==> config.mk <==
export PLATFORM = sky130hd
export DESIGN_NAME = fp_mult_arbiter_flat
export DESIGN_NICKNAME = d
export VERILOG_FILES = /design/src/rtl/fp_mult_arbiter_if.sv /design/src/rtl/fp_mult_arbiter.sv /design/src/flat_wrapper.sv
export SDC_FILE = /design/constraint.sdc
export NUM_CORES = 1
export LEC_CHECK = 0
export CAP_MARGIN = 25
export CORE_ASPECT_RATIO = 0.7
export CORE_UTILIZATION = 45
export DETAILED_ROUTE_END_ITERATION = 6
export GPL_TIMING_DRIVEN = 0
export PLACE_DENSITY = 0.81
export SYNTH_ARGS = -nofsm -noshare
export SYNTH_HDL_FRONTEND = slang
export SYNTH_SLANG_ARGS = --single-unit
==> constraint.sdc <==
create_clock -name clk -period 2.68 [get_ports clk]
set_input_delay 0.402 -clock clk [delete_from_list [all_inputs] [get_ports clk]]
set_output_delay 0.402 -clock clk [all_outputs]
set_load 0.005 [all_outputs]
==> src/rtl/fp_mult_arbiter_if.sv <==
// Bundle between the requester array / response consumer / shared multiplier
// and the fp_mult_arbiter controller.
interface fp_mult_arbiter_if #(
  parameter int NUM_REQ = 4
);
  localparam int ID_W = (NUM_REQ > 2) ? $clog2(NUM_REQ) : 1;

  logic [NUM_REQ-1:0]    req_valid;
  logic [NUM_REQ-1:0]    req_ready;
  logic [32*NUM_REQ-1:0] req_a;
  logic [32*NUM_REQ-1:0] req_b;
  logic                  resp_valid;
  logic                  resp_ready;
  logic [ID_W-1:0]       resp_id;
  logic [31:0]           resp_result;
  logic [31:0]           mult_a;
  logic [31:0]           mult_b;
  logic [31:0]           mult_result;
  logic                  busy;

  modport slave (
    input  req_valid, req_a, req_b, resp_ready, mult_result,
    output req_ready, resp_valid, resp_id, resp_result, mult_a, mult_b, busy
  );

  modport master (
    output req_valid, req_a, req_b, resp_ready, mult_result,
    input  req_ready, resp_valid, resp_id, resp_result, mult_a, mult_b, busy
  );
endinterface

==> src/rtl/fp_mult_arbiter.sv <==
// Round-robin sharing of one pipelined FP multiplier among NUM_REQ requesters,
// with an ID tag pipeline and a credit-protected response FIFO.
module fp_mult_arbiter #(
  parameter int NUM_REQ      = 4,
  parameter int MULT_LATENCY = 1,
  parameter int RESP_DEPTH   = 4
) (
  input logic              clk,
  input logic              rst,
  fp_mult_arbiter_if.slave bus
);
  localparam int ID_W  = (NUM_REQ > 2) ? $clog2(NUM_REQ) : 1;
  localparam int PTR_W = (RESP_DEPTH > 2) ? $clog2(RESP_DEPTH) : 1;
  localparam int CNT_W = $clog2(RESP_DEPTH + 1);
  localparam int NSTG  = MULT_LATENCY + 1;

  logic [ID_W-1:0]    ptr;
  logic [ID_W-1:0]    cand;
  logic [ID_W-1:0]    grant_id;
  logic               grant_any;
  logic [NUM_REQ-1:0] grant;
  logic               hs;
  logic               can_issue;
  logic [31:0]        sel_a;
  logic [31:0]        sel_b;
  int                 inflight;

  logic [NSTG-1:0]    stg_vld;
  logic [ID_W-1:0]    stg_id [NSTG];

  logic [ID_W-1:0]    fifo_id   [RESP_DEPTH];
  logic [31:0]        fifo_data [RESP_DEPTH];
  logic [PTR_W-1:0]   wr_ptr;
  logic [PTR_W-1:0]   rd_ptr;
  logic [CNT_W-1:0]   fifo_count;
  logic               push;
  logic               pop;

  function automatic logic [PTR_W-1:0] ptr_inc(input logic [PTR_W-1:0] p);
    return (p == PTR_W'(RESP_DEPTH - 1)) ? '0 : p + 1'b1;
  endfunction

  always_comb begin
    inflight = 0;
    for (int s = 0; s < NSTG; s++) inflight += int'(stg_vld[s]);
  end

  // Credits are taken from registered counts only, so a same-cycle pop never frees a slot early.
  assign can_issue = (inflight + int'(fifo_count)) < RESP_DEPTH;

  // Scan from ptr+NUM_REQ down to ptr+1 so the lowest offset above ptr wins.
  always_comb begin
    cand      = '0;
    grant_id  = '0;
    grant_any = 1'b0;
    grant     = '0;
    for (int k = NUM_REQ; k >= 1; k--) begin
      cand = ID_W'((int'(ptr) + k) % NUM_REQ);
      if (bus.req_valid[cand]) begin
        grant_id  = cand;
        grant_any = 1'b1;
      end
    end
    if (grant_any && can_issue && !rst) grant[grant_id] = 1'b1;
  end

  assign hs            = |grant;
  assign bus.req_ready = grant;

  always_comb begin
    sel_a = '0;
    sel_b = '0;
    for (int i = 0; i < NUM_REQ; i++) begin
      if (grant[i]) begin
        sel_a = bus.req_a[32*i +: 32];
        sel_b = bus.req_b[32*i +: 32];
      end
    end
  end

  always_ff @(posedge clk) begin
    if (rst) begin
      ptr        <= ID_W'(NUM_REQ - 1);
      bus.mult_a <= '0;
      bus.mult_b <= '0;
      stg_vld    <= '0;
      for (int s = 0; s < NSTG; s++) stg_id[s] <= '0;
    end else begin
      stg_vld[0] <= hs;
      stg_id[0]  <= grant_id;
      for (int s = 1; s < NSTG; s++) begin
        stg_vld[s] <= stg_vld[s-1];
        stg_id[s]  <= stg_id[s-1];
      end
      if (hs) begin
        ptr        <= grant_id;
        bus.mult_a <= sel_a;
        bus.mult_b <= sel_b;
      end
    end
  end

  assign push = stg_vld[NSTG-1];
  assign pop  = bus.resp_valid & bus.resp_ready;

  always_ff @(posedge clk) begin
    if (rst) begin
      wr_ptr     <= '0;
      rd_ptr     <= '0;
      fifo_count <= '0;
    end else begin
      if (push) wr_ptr <= ptr_inc(wr_ptr);
      if (pop)  rd_ptr <= ptr_inc(rd_ptr);
      if (push && !pop)      fifo_count <= fifo_count + CNT_W'(1);
      else if (!push && pop) fifo_count <= fifo_count - CNT_W'(1);
    end
  end

  always_ff @(posedge clk) begin
    if (push && !rst) begin
      fifo_id[wr_ptr]   <= stg_id[NSTG-1];
      fifo_data[wr_ptr] <= bus.mult_result;
    end
  end

  assign bus.resp_valid  = (fifo_count != '0);
  assign bus.resp_id     = bus.resp_valid ? fifo_id[rd_ptr]   : '0;
  assign bus.resp_result = bus.resp_valid ? fifo_data[rd_ptr] : '0;
  assign bus.busy        = !rst && ((inflight != 0) || (fifo_count != '0));

endmodule

==> src/flat_wrapper.sv <==
// flat-port wrapper written by rule: the top's interface ports become plain ports
module fp_mult_arbiter_flat 
#(
  parameter int NUM_REQ      = 4,
  parameter int MULT_LATENCY = 1,
  parameter int RESP_DEPTH   = 4
)
  (clk, rst, bus_req_valid, bus_req_a, bus_req_b, bus_resp_ready, bus_mult_result, bus_req_ready, bus_resp_valid, bus_resp_id, bus_resp_result, bus_mult_a, bus_mult_b, bus_busy);
  fp_mult_arbiter_if #(.NUM_REQ(NUM_REQ)) bus_i ();
  input logic clk;
  input logic rst;
  input wire logic [$bits(bus_i.req_valid)-1:0] bus_req_valid;
  input wire logic [$bits(bus_i.req_a)-1:0] bus_req_a;
  input wire logic [$bits(bus_i.req_b)-1:0] bus_req_b;
  input wire logic [$bits(bus_i.resp_ready)-1:0] bus_resp_ready;
  input wire logic [$bits(bus_i.mult_result)-1:0] bus_mult_result;
  output wire logic [$bits(bus_i.req_ready)-1:0] bus_req_ready;
  output wire logic [$bits(bus_i.resp_valid)-1:0] bus_resp_valid;
  output wire logic [$bits(bus_i.resp_id)-1:0] bus_resp_id;
  output wire logic [$bits(bus_i.resp_result)-1:0] bus_resp_result;
  output wire logic [$bits(bus_i.mult_a)-1:0] bus_mult_a;
  output wire logic [$bits(bus_i.mult_b)-1:0] bus_mult_b;
  output wire logic [$bits(bus_i.busy)-1:0] bus_busy;
  assign bus_i.req_valid = bus_req_valid;
  assign bus_i.req_a = bus_req_a;
  assign bus_i.req_b = bus_req_b;
  assign bus_i.resp_ready = bus_resp_ready;
  assign bus_i.mult_result = bus_mult_result;
  assign bus_req_ready = bus_i.req_ready;
  assign bus_resp_valid = bus_i.resp_valid;
  assign bus_resp_id = bus_i.resp_id;
  assign bus_resp_result = bus_i.resp_result;
  assign bus_mult_a = bus_i.mult_a;
  assign bus_mult_b = bus_i.mult_b;
  assign bus_busy = bus_i.busy;
  fp_mult_arbiter #(.NUM_REQ(NUM_REQ), .MULT_LATENCY(MULT_LATENCY), .RESP_DEPTH(RESP_DEPTH)) u_core (.clk(clk), .rst(rst), .bus(bus_i));
endmodule
Word level (Yosys, flattened, before mapping)
Memory sizes are Yosys's and may differ from the RTL's. A register that Yosys moved wholly into a read port is not among the register bits.
Index checks and enable logic that the tools add are counted.

storage, ports and cells
  register bits after elaboration = 75
  memory bits (writable) = 140
  memories = 3

memory list
  memory            words  bits a word  rd ports  clocked after Yosys merged registers in  wr ports  RTL line               source
  u_core.fifo_data  4      32           1         1                                        1         fp_mult_arbiter.sv:32  logic [31:0] fifo_data [RESP_DEPTH];
  u_core.fifo_id    4      2            1         1                                        1         fp_mult_arbiter.sv:31  logic [ID_W-1:0] fifo_id [RESP_DEPTH];
  u_core.stg_id     2      2            2         0                                        2         fp_mult_arbiter.sv:29  logic [ID_W-1:0] stg_id [NSTG];

cells by class
  add/sub/neg operators = 10
  order comparisons = 7
  equality and inequality tests = 2
  mux-type cells = 44
  bitwise gates (word level) = 3
  reduce and logical (&&, ||, !) cells = 15

operator list
  operator                                             number
  two-way mux 32 bit                                   9
  adder 32 x 4 -> 32 bit                               1
  < comparator 32 x 4 -> 1 bit, second input constant  1
  nonzero test 32 bit                                  1
  two-way mux 2 bit                                    13
  < comparator 2 x 3 -> 1 bit, second input constant   5
  two-way mux 1 bit                                    14
  adder 2 x 1 -> 2 bit, second input constant          4
  binary-select mux 1 bit (select 2 bit)               4
  logical AND 1 bit                                    7
  two-way mux 3 bit                                    2
  adder 2 bit, second input constant                   2
  equality test 2 bit, second input constant           2
  two-way mux 4 bit                                    1
  OR reduction 4 bit                                   1
  adder 3 x 1 -> 3 bit, second input constant          1
  zero test 1 bit                                      3
  nonzero test 3 bit                                   1
  subtractor 3 x 1 -> 3 bit, second input constant     1
  adder 1 x 1 -> 2 bit                                 1
  demux 1 bit (select 2 bit)                           1
  >= comparator 2 x 1 -> 1 bit, second input constant  1
  OR 1 bit                                             2
  nonzero test 2 bit                                   1
  other kinds (2)                                      2

Depth between registers and ports, before layout
  depth in word-level cells = 16
  mapped depth = 9
  gate-level depth less buffers = 9

Worst setup path after synthesis
OpenSTA, ideal clock, no wires.

  kind = register to output
  start = reg u_core.stg_vld[1]
  end = out bus_req_ready[2]
  data arrival time = 1.895 ns
  data required time = 2.278 ns
  slack = 0.383 ns
  stages on the path, launching flop included = 8
  buffers on the path = 1
  path through = dfxtp_1 ha_1 ha_1 a311oi_1 nand2_1 nor4_1 clkbuf_1 and2_1

between the ends
  longest elaborated chain between the ends = 6

RTL lines
  element                           RTL line               source
  start: declaration                fp_mult_arbiter.sv:28  logic [NSTG-1:0] stg_vld;
  start signal: indexed assignment  fp_mult_arbiter.sv:92  stg_vld[s] <= stg_vld[s-1];
  adder 1 x 1 -> 2 bit              fp_mult_arbiter.sv:45  for (int s = 0; s < NSTG; s++) inflight += int'(stg_vld[s]);
  adder 32 x 4 -> 32 bit            fp_mult_arbiter.sv:49  assign can_issue = (inflight + int'(fifo_count)) < RESP_DEPTH;
  < comparator 32 x 4 -> 1 bit      fp_mult_arbiter.sv:49
  logical AND 1 bit (2 in a row)    fp_mult_arbiter.sv:64  if (grant_any && can_issue && !rst) grant[grant_id] = 1'b1;
  two-way mux 4 bit                 fp_mult_arbiter.sv:64
  end: declaration                  flat_wrapper.sv:17     output wire logic [$bits(bus_i.req_ready)-1:0] bus_req_ready;

Every way passes these cells.

Worst setup path in the final report
Same ends and word-level chain as after synthesis.

==> metrics <==
vias in the first global route 10,100; # DRC 0; Die W 191 um; Yosys reg bits 217; CTS tree built; clock sinks 217; crit-path max FO 3; worst slew pin tran 0.912 ns; Commonest cells post-synth 179 x nand2_1, 136 x edfxtp_1, 95 x o21ai_0; hold slack 0.389 ns; worst-path cell chain buf_6, inv_4, ha_4, a311oi_4, nand2_2, nor4_4, clkbuf_8, buf_6, and2_4, buf_6; Die H 135 um; CTS Buf Count 22; Synth Flop Type edfxtp_1; dpl hpwl 27,300 um; final setup margin -0.213 ns; final hold vios 0; Seq/Total Area, Yosys 50.5%; Synth Instances 1,067; Nets 1,817; register area 5720 um^2; Vias/cell 5.59; Post-Layout Cell Count 1,854; Rows 48; Post-synth EDFFs 136; post-DR wirelength/cell 20.7 um; Hold Path Class in -> reg; Cell Pwr Density 793 nW/um^2; Worst Setup Start Kind flop; slowest CP cell dfxtp_4; syn_area_per_cell 10.6 um^2; LEAKAGE 0.00612 uW; core area 24,600 um^2; Worst EP required 2.28 ns; Overflow after GRT 0; Max Cap Violations 0; Area Overhead vs Synth 49.5%; Crit path max-delay family buffers and inverters; Starting Density 45.8%; RSZ-0062 raised after global routing yes; top cells by area, synth edfxtp_1 36%, dfxtp_1 14%, mux4_2 6.8%; outcome finished with violations; Clock Skew 0.0101 ns; port bufs 396; Fin Setup TNS -0.574 ns; failing checks negative setup slack; layout cells sized above 1 11.4%; YS warnings 0; Yosys top cell by area edfxtp_1; IO Pins 399; Netlist cell types 42; slew margin rel. 39.2%; Final setup viols 4; peak supply drop 0.475 mV; DRT iter0 DRCs 747; Clock Pin Slew Worst Setup and Hold Paths 0.06 ns; maximum clock rate 0.346 GHz; min Tclk post-route 2.89 ns; pin count of the biggest net entering global routing 35; Die ar. 25,700 um^2; CTS root buffer clkbuf_16; period utilization 108%; buffers and inverters on the worst path 5; worst-skew pair later-pin latency 0.51 ns; total wire length 38,400 um; Critical Path End Type output port; Placer Congestion 0.866; fillers 1,899; Synth top area share 36.2%; mapped cell area 11,300 um^2; antenna violations before repair 3; multi-input logic area 5250 um^2; crit path kind reg -> out; ANT nets after route 0; critical path arrival 2.49 ns; Final Max Slew Viols 0; H-tree Lvls 1; dpl cells 1,788; hold buffer count at cts 0; fraction of registers with async set or reset after synthesis 0%; overall routing resource usage 29.0%; DR vias 10,400; syn_nets 1,372; first-pass GRT wire length 57,000 um; Worst path max stage delay 0.36 ns; DR pass1 iterations 5; most frequent cell after synthesis nand2_1; most used cell along the critical path buf_6; Max Root-Sink Buffers 3
## through the flow
step                      total power (uW)  instance area (um^2)  setup WS, ns  utilization (%)
final                                13400                 16900        -0.213             68.5
after global routing                 14000                 16900        -0.313             68.5
after CTS                            13400                 16800        -0.338             68.3
after detailed placement              9930                 15700         -1.14             63.6
after global placement                9810                 15700         -1.10             63.6
after floorplan                       7130                 11300         0.383                -
## routing by layer
metal / vias to the layer above / track usage, % / wire length, um
met2: 438 / 49.3 / 18700
met1: 4967 / 36.3 / 15400
met4: 0 / 10.2 / 1310
met5: - / 0 / 0
met3: 75 / 6.81 / 3030
li1: 4886 / - / -
## what timing repair did
item	CTS	global route
setup buffers	21	6
gates cloned	3	0
pin swaps	10	6
resized for setup	113	30
endpoints found under the setup margin	93	44
## registers in the layout, indices dropped and copies added (netlist names), named ones only
signal	cells
u_core.bus.mult_b	32
u_core.ptr	2
u_core.fifo_count	3
u_core.fifo_id	8
u_core.wr_ptr	2
u_core.fifo_data	128
u_core.stg_vld	2
u_core.bus.mult_a	32
u_core.stg_id	4
u_core.rd_ptr	2
## logic make-up (layout without fill, tap and decap cells)
group           count (synthesis)  after routing  share of synthesized area (%)
other cells                     0              2                              0
mux                            93             93                           12.1
flops                         217            217                           50.5
fa+ha+maj                      10             10                           1.17
compound gates                312            312                           18.4
simple gates                  325            325                           13.5
buf+inv                       108            568                           4.17
xor+xnor                        2              2                          0.155
## area by class of cell
cell class                 instances  share of cell area, %
clock buffer                      32                   3.91
antenna                            2                 0.0297
timing repair buffer             425                   25.1
buffer                            95                   3.10
clock inverter                     7                  0.289
inverter                           9                  0.215
multi-input combinational        742                   31.1
sequential                       217                   33.9
tap                              325                   2.41
## power by group
part	leakage [uW]	total [uW]	switching (uW)	internal [uW]
Clock	0.000350	3030	1310	1720
Combinational	0.00387	5890	2730	3150
Sequential	0.00190	4470	355	4110
## worst reg2reg max path, stage by stage, from the launching register on
cell	delay (ns)
dfxtp_4	0.36
buf_6	0.12
inv_4	0.05
ha_4	0.20
a311oi_4	0.35
nand2_2	0.13
nor4_4	0.23
clkbuf_8	0.20
buf_6	0.11
buf_4	0.10
buf_4	0.12
buf_6	0.14
clkbuf_8	0.18
o21ai_0	0.11
o211ai_1	0.09
## path summary, 6_finish.rpt
kind	startpoint	end	slack (ns)	cells after the start
min reg2reg	u_core.bus.mult_a[1]	u_core.bus.mult_a[1]	0.45	2
max reg2reg	u_core.stg_vld[1]	u_core.bus.mult_b[14]	0.09	14
min	rst	u_core.fifo_count[2]	0.39	2
max	u_core.stg_vld[1]	bus_req_ready[2]	-0.21	10
## placed cells by master (no fill, tap or decap), types with 56 or more instances in the layout
cell type,count
clkdlybuf4s50_1,359
nand2_1,177
edfxtp_1,136
o21ai_0,88
dfxtp_1,76
clkbuf_1,60
nor2b_1,59
mux2i_1,58
a22oi_1,56
Power figures use the tool's default switching activity.
